**config.mk**
```make
export PLATFORM = sky130hd
export DESIGN_NAME = pipe_reg_hs
export DESIGN_NICKNAME = d
export VERILOG_FILES = /design/src/rtl/pipe_reg_hs.sv
export SDC_FILE = /design/constraint.sdc
export NUM_CORES = 1
export LEC_CHECK = 0
export ABC_AREA = 1
export CAP_MARGIN = 25
export CORE_MARGIN = 2
export CORE_UTILIZATION = 51
export DETAILED_ROUTE_END_ITERATION = 10
export PLACE_DENSITY = 0.79
export SLEW_MARGIN = 20
export SYNTH_ARGS = -nofsm -noshare
export SYNTH_HDL_FRONTEND = slang
export SYNTH_SLANG_ARGS = --single-unit
```
**constraint.sdc**
```tcl
create_clock -name clk -period 2.85 [get_ports clk]
set_input_delay 0.285 -clock clk [delete_from_list [all_inputs] [get_ports clk]]
set_output_delay 0.285 -clock clk [all_outputs]
set_load 0.05 [all_outputs]
```
**src/rtl/pipe_reg_hs.sv**
```systemverilog
// pipe_reg_hs: multi-stage valid/ready pipeline register with
// bubble collapsing, synchronous flush and an occupancy count.
module pipe_reg_hs #(
  parameter int unsigned WIDTH = 8,
  parameter int unsigned STAGES = 2,
  parameter logic [WIDTH-1:0] RESET_VAL = '0,
  localparam int unsigned CW = $clog2(STAGES + 1)
) (
  input  logic             clk,
  input  logic             reset,
  input  logic             flush,
  input  logic             in_valid,
  input  logic [WIDTH-1:0] in_data,
  output logic             in_ready,
  output logic             out_valid,
  output logic [WIDTH-1:0] out_data,
  input  logic             out_ready,
  output logic [CW-1:0]    count
);

  logic [STAGES-1:0] v;
  logic [WIDTH-1:0]  d [STAGES];

  logic [STAGES-1:0] rdy;
  logic [STAGES-1:0] up_v;
  logic [WIDTH-1:0]  up_d [STAGES];
  logic              tail_full;

  logic in_xfer;
  logic out_xfer;

  // A stage can advance when any stage at or past it
  // is empty, or the consumer takes the head beat.
  always_comb begin
    tail_full = 1'b1;
    for (int i = 0; i < STAGES; i++) begin
      tail_full = 1'b1;
      for (int j = i; j < STAGES; j++) begin
        tail_full = tail_full & v[j];
      end
      rdy[i] = out_ready | ~tail_full;
    end
  end

  always_comb begin
    up_v[0] = in_valid;
    up_d[0] = in_data;
    for (int i = 1; i < STAGES; i++) begin
      up_v[i] = v[i-1];
      up_d[i] = d[i-1];
    end
  end

  assign in_ready  = rdy[0] & ~flush;
  assign out_valid = v[STAGES-1] & ~flush;
  assign out_data  = d[STAGES-1];

  assign in_xfer  = in_valid & in_ready;
  assign out_xfer = out_valid & out_ready;

  always_ff @(posedge clk or posedge reset) begin
    if (reset) begin
      v     <= '0;
      count <= '0;
      for (int i = 0; i < STAGES; i++) begin
        d[i] <= RESET_VAL;
      end
    end else if (flush) begin
      v     <= '0;
      count <= '0;
    end else begin
      for (int i = 0; i < STAGES; i++) begin
        if (rdy[i]) begin
          v[i] <= up_v[i];
          if (up_v[i]) begin
            d[i] <= up_d[i];
          end
        end
      end
      count <= count + CW'(in_xfer) - CW'(out_xfer);
    end
  end

endmodule

```
== After elaboration in Yosys (flattened, before gate mapping) ==
Index checks and enable logic that the tools add are counted.

* Bits in registers: 20
* Input bits: 13
* Output and inout port bits: 12
* Word-level logic and storage cells: 25

* Add/subtract/negate cells: 2
* Mux-type cells: 4
* Bitwise operators: 10
* Reductions and logical operators: 4

{| class="wikitable"
|+ Operators by type and width
! operator !! count
|-
| AND reduction 3 bit || 2
|-
| bitwise AND 1 bit || 5
|-
| two-way mux 2 bit || 2
|-
| nonzero test 2 bit || 2
|-
| NOT 1 bit || 3
|-
| adder 2 x 1 -> 2 bit || 1
|-
| two-way mux 1 bit || 2
|-
| OR 1 bit || 2
|-
| subtractor 2 x 1 -> 2 bit || 1
|}

== Depth between registers and ports, before layout ==
* Word-level depth: 8
* Gate-level depth with buffers: 9
* Mapped depth without buffers: 9

== Least setup slack after synthesis ==
OpenSTA, ideal clock, no wires.

* Path kind: register to output
* Start: register v[1]
* End: output in_ready
* Data arrival time: 1.290 ns
* Setup slack: 1.275 ns
* Stages on the path, launching flop included: 2
* Path buffers: 0
* Cells stage by stage: dfrtp_1 a31oi_1

* Longest elaborated chain between the ends: 4

{| class="wikitable"
|+ Ends and longest elaborated chain
! what !! line !! text
|-
| start, declared || 21 || <nowiki>logic [STAGES-1:0] v;</nowiki>
|-
| start signal, assigned by index || 74 || <nowiki>v[i] <= up_v[i];</nowiki>
|-
| bitwise AND 1 bit || 39 || <nowiki>tail_full = tail_full & v[j];</nowiki>
|-
| NOT 1 bit || 41 || <nowiki>rdy[i] = out_ready | ~tail_full;</nowiki>
|-
| OR 1 bit || 41 ||
|-
| bitwise AND 1 bit || 54 || <nowiki>assign in_ready = rdy[0] & ~flush;</nowiki>
|-
| end, declared || 14 || <nowiki>output logic in_ready,</nowiki>
|}

No other way between the ends.

== Final worst setup path ==
* Start: input flush
* End: output in_ready

* Longest elaborated chain between the ends: 2

{| class="wikitable"
|+ Ends and longest elaborated chain
! what !! line !! text
|-
| start, declared || 11 || <nowiki>input logic flush,</nowiki>
|-
| NOT 1 bit (no source line) || - ||
|-
| bitwise AND 1 bit || 54 ||
|}

No other way between the ends.

==> impl_metrics.json <==
{
  "mappedNetlistArea_sq_um": 997,
  "antenna_cells": 0,
  "initial_utilization_pct": 55.9,
  "totalNegativeSetupSlack_ns": 0,
  "critical_path_source_type": "input pin",
  "finalHoldViolCount": 0,
  "vdd.ir_drop.worst_mv": 0.312,
  "synth_ff_type": "dfrtp_1",
  "drt-vias-per-instance": 4.89,
  "final_layout_size_suffix_gt1_share_pct": 13.9,
  "cts_buffer_depth": 2,
  "min_path_type": "input pin to async pin",
  "setup_viol": 0,
  "p_leak_nw": 0.584,
  "critical-path-max-stage-delay_ns": 0.82,
  "setup.worst_path.class": "input pin to output pin",
  "route.detailed.wl_per_inst_microns": 10.8,
  "chip_height_microns": 48.2,
  "outcome": "complete, no violations",
  "post_cts_resize_count": 0,
  "clk_latency_ns": 0.29,
  "synth_cells": 105,
  "grt_max_degree": 21,
  "drt_pass1_iterations": 4,
  "critPathCaptureType": "output pin",
  "slew_viol_final": 0,
  "worst_slew_margin_rel_pct": 51.1,
  "synth-edff-count": 0,
  "worst_slew_pin_slew_ns": 0.733,
  "yosysSeqAreaShare_pct": 50.2,
  "globalRouteOverflowTotal": 0,
  "drt-initial-drc-count": 20,
  "postLayoutCellArea_sq_um": 1210,
  "path_delay_family": "buffers and inverters",
  "synth_top_area_cell": "dfrtp_1",
  "die_area_sq_um": 2330,
  "htreeDepth": 1,
  "postSynthNetCount": 120,
  "area_share_of_the_largest_cell_type_after_synthesis_pct": 50.2,
  "async_reset_ff_share_pct": 100,
  "post-route-min-period_ns": 2.08,
  "achievable-frequency_mhz": 480,
  "cp_max_fo": 7,
  "clk_pin_slew_ns": 0.12,
  "critical_path.n_buffers_inverters": 2,
  "postSynthAreaPerCell_sq_um": 9.50,
  "top_level_ports": 25,
  "synth_cell_type_count": 20,
  "cts_inserted_buffers": 3,
  "powerDensity_nw_per_um2": 640,
  "cts_tree": "done",
  "synth-seq-cells": 20,
  "route.vias.total": 719,
  "worstPathRequired_ns": 2.57,
  "final_weighted_congestion_of_routability_driven_global_placement": 0.813,
  "track_usage_pct": 16.5,
  "drt_wl_total_mm": 1.59,
  "cts-hold-fix-buffers": 0,
  "areaGrowthSynthToFinish_pct": 21.2,
  "fin_worst_skew_ns": 0.00195,
  "critical_path.slowest_cell": "clkdlybuf4s50_1",
  "rows": 15,
  "grt_setup_unrepaired": "false",
  "chipWidth_microns": 48.2,
  "clk_root_buffer_cell": "clkbuf_4",
  "first_global_vias": 657,
  "finalCritPeriodShare_pct": 73.1,
  "design.core.area_sq_um": 1780,
  "cell_repeated_most_along_the_worst_path": "clkdlybuf4s50_1",
  "drc": 0,
  "placedInstanceArea_sq_um": 1170,
  "first_pass_grt_wire_length_mm": 2.64,
  "synth.yosys.warnings": 0,
  "cp_data_arrival_time_ns": 1.80,
  "antenna_found_initial": 0,
  "io_buffer_count": 24,
  "synth_most_common_cell": "nand2_1",
  "layout.nets": 138,
  "post-layout-total-power_mw": 0.773,
  "dp_hpwl_mm": 1.16,
  "crit_path_cell_trace": "clkdlybuf4s50_1, a31oi_1, clkdlybuf4s50_1",
  "number_of_setup_buffers_added_after_cts": 0,
  "cts_num_sinks": 20,
  "detail-route-antenna-nets": 0,
  "max-cap-violations": 0,
  "ys_top_cells_by_count": "nand2_1, dfrtp_1, inv_1",
  "cells_taking_the_most_area_after_synthesis": "dfrtp_1, nand2_1, o21ai_2"
}
kinds of logic (layout without fill, tap and decap cells):
| family | after synthesis | after routing | synth area share [%] |
|---|---|---|---|
| simple gates | 44 | 44 | 22.5 |
| flops | 20 | 20 | 50.2 |
| fa+ha+maj | 2 | 2 | 2.51 |
| compound gates | 12 | 12 | 9.16 |
| buf+inv | 27 | 44 | 15.7 |
state kept, by name, indices dropped and copies added (netlist names):
| name | cells |
|---|---|
| out_data | 8 |
| d | 8 |
| v | 2 |
| count | 2 |
metal layers:
layer	track usage (%)	up-vias	routed length, microns
met5	0	-	0
met4	6.49	0	12
met3	3.33	2	62
met2	28.4	22	799
met1	20.0	331	714
li1	-	364	-
metrics by stage:
stage,utilization [%],hold WS [ns],cells,setup slack [ns]
after floorplan,-,0.249,105,1.27
after global placement,65.8,0.454,143,0.780
after detailed placement,65.8,0.459,143,0.764
after global routing,67.8,0.467,147,0.681
after CTS,67.8,0.439,147,0.766
final,67.8,0.402,147,0.767
placed cells by master, fill, tap and decap left out:
cell type,n
clkdlybuf4s50_1,24
inv_1,15
nand3_4,2
dfrtp_1,20
o21ai_0,2
nor2_1,3
clkbuf_4,3
clkbuf_8,1
a21oi_1,1
inv_2,1
nand3_2,1
nand3_1,1
nor3_1,1
nand2_1,27
o21ai_2,8
ha_1,2
a31oi_1,1
nand2_2,1
nand4_1,8
worst paths after layout:
| kind | startpoint | endpoint | slack, ns | cells past startpoint |
|---|---|---|---|---|
| hold reg to reg | d[11] | d[11] | 0.48 | 2 |
| setup reg to reg | v[0] | count[1] | 1.21 | 7 |
| hold / removal | reset | out_data[6] | 0.40 | 2 |
| setup / recovery | flush | in_ready | 0.77 | 3 |
| max in group asynchronous | reset | d[10] | 1.99 | 2 |
| min in group clk | d[11] | d[11] | 0.48 | 2 |
final cells by class:
cell class                      count  area (sq um)
Inverter                           16          60.1
Multi-Input combinational cell     58           340
Fill cell                         148           574
Clock buffer                        4          36.3
Sequential cell                    20           500
Tap cell                           25          31.3
Timing Repair Buffer               24           240
report_power, final:
group          switching [mW]  leakage, nW  internal [mW]
registers              0.0230        0.255          0.326
logic                   0.166        0.308         0.0922
clock network          0.0877       0.0210         0.0778
Note: power is estimated with default switching activity, not from simulation.
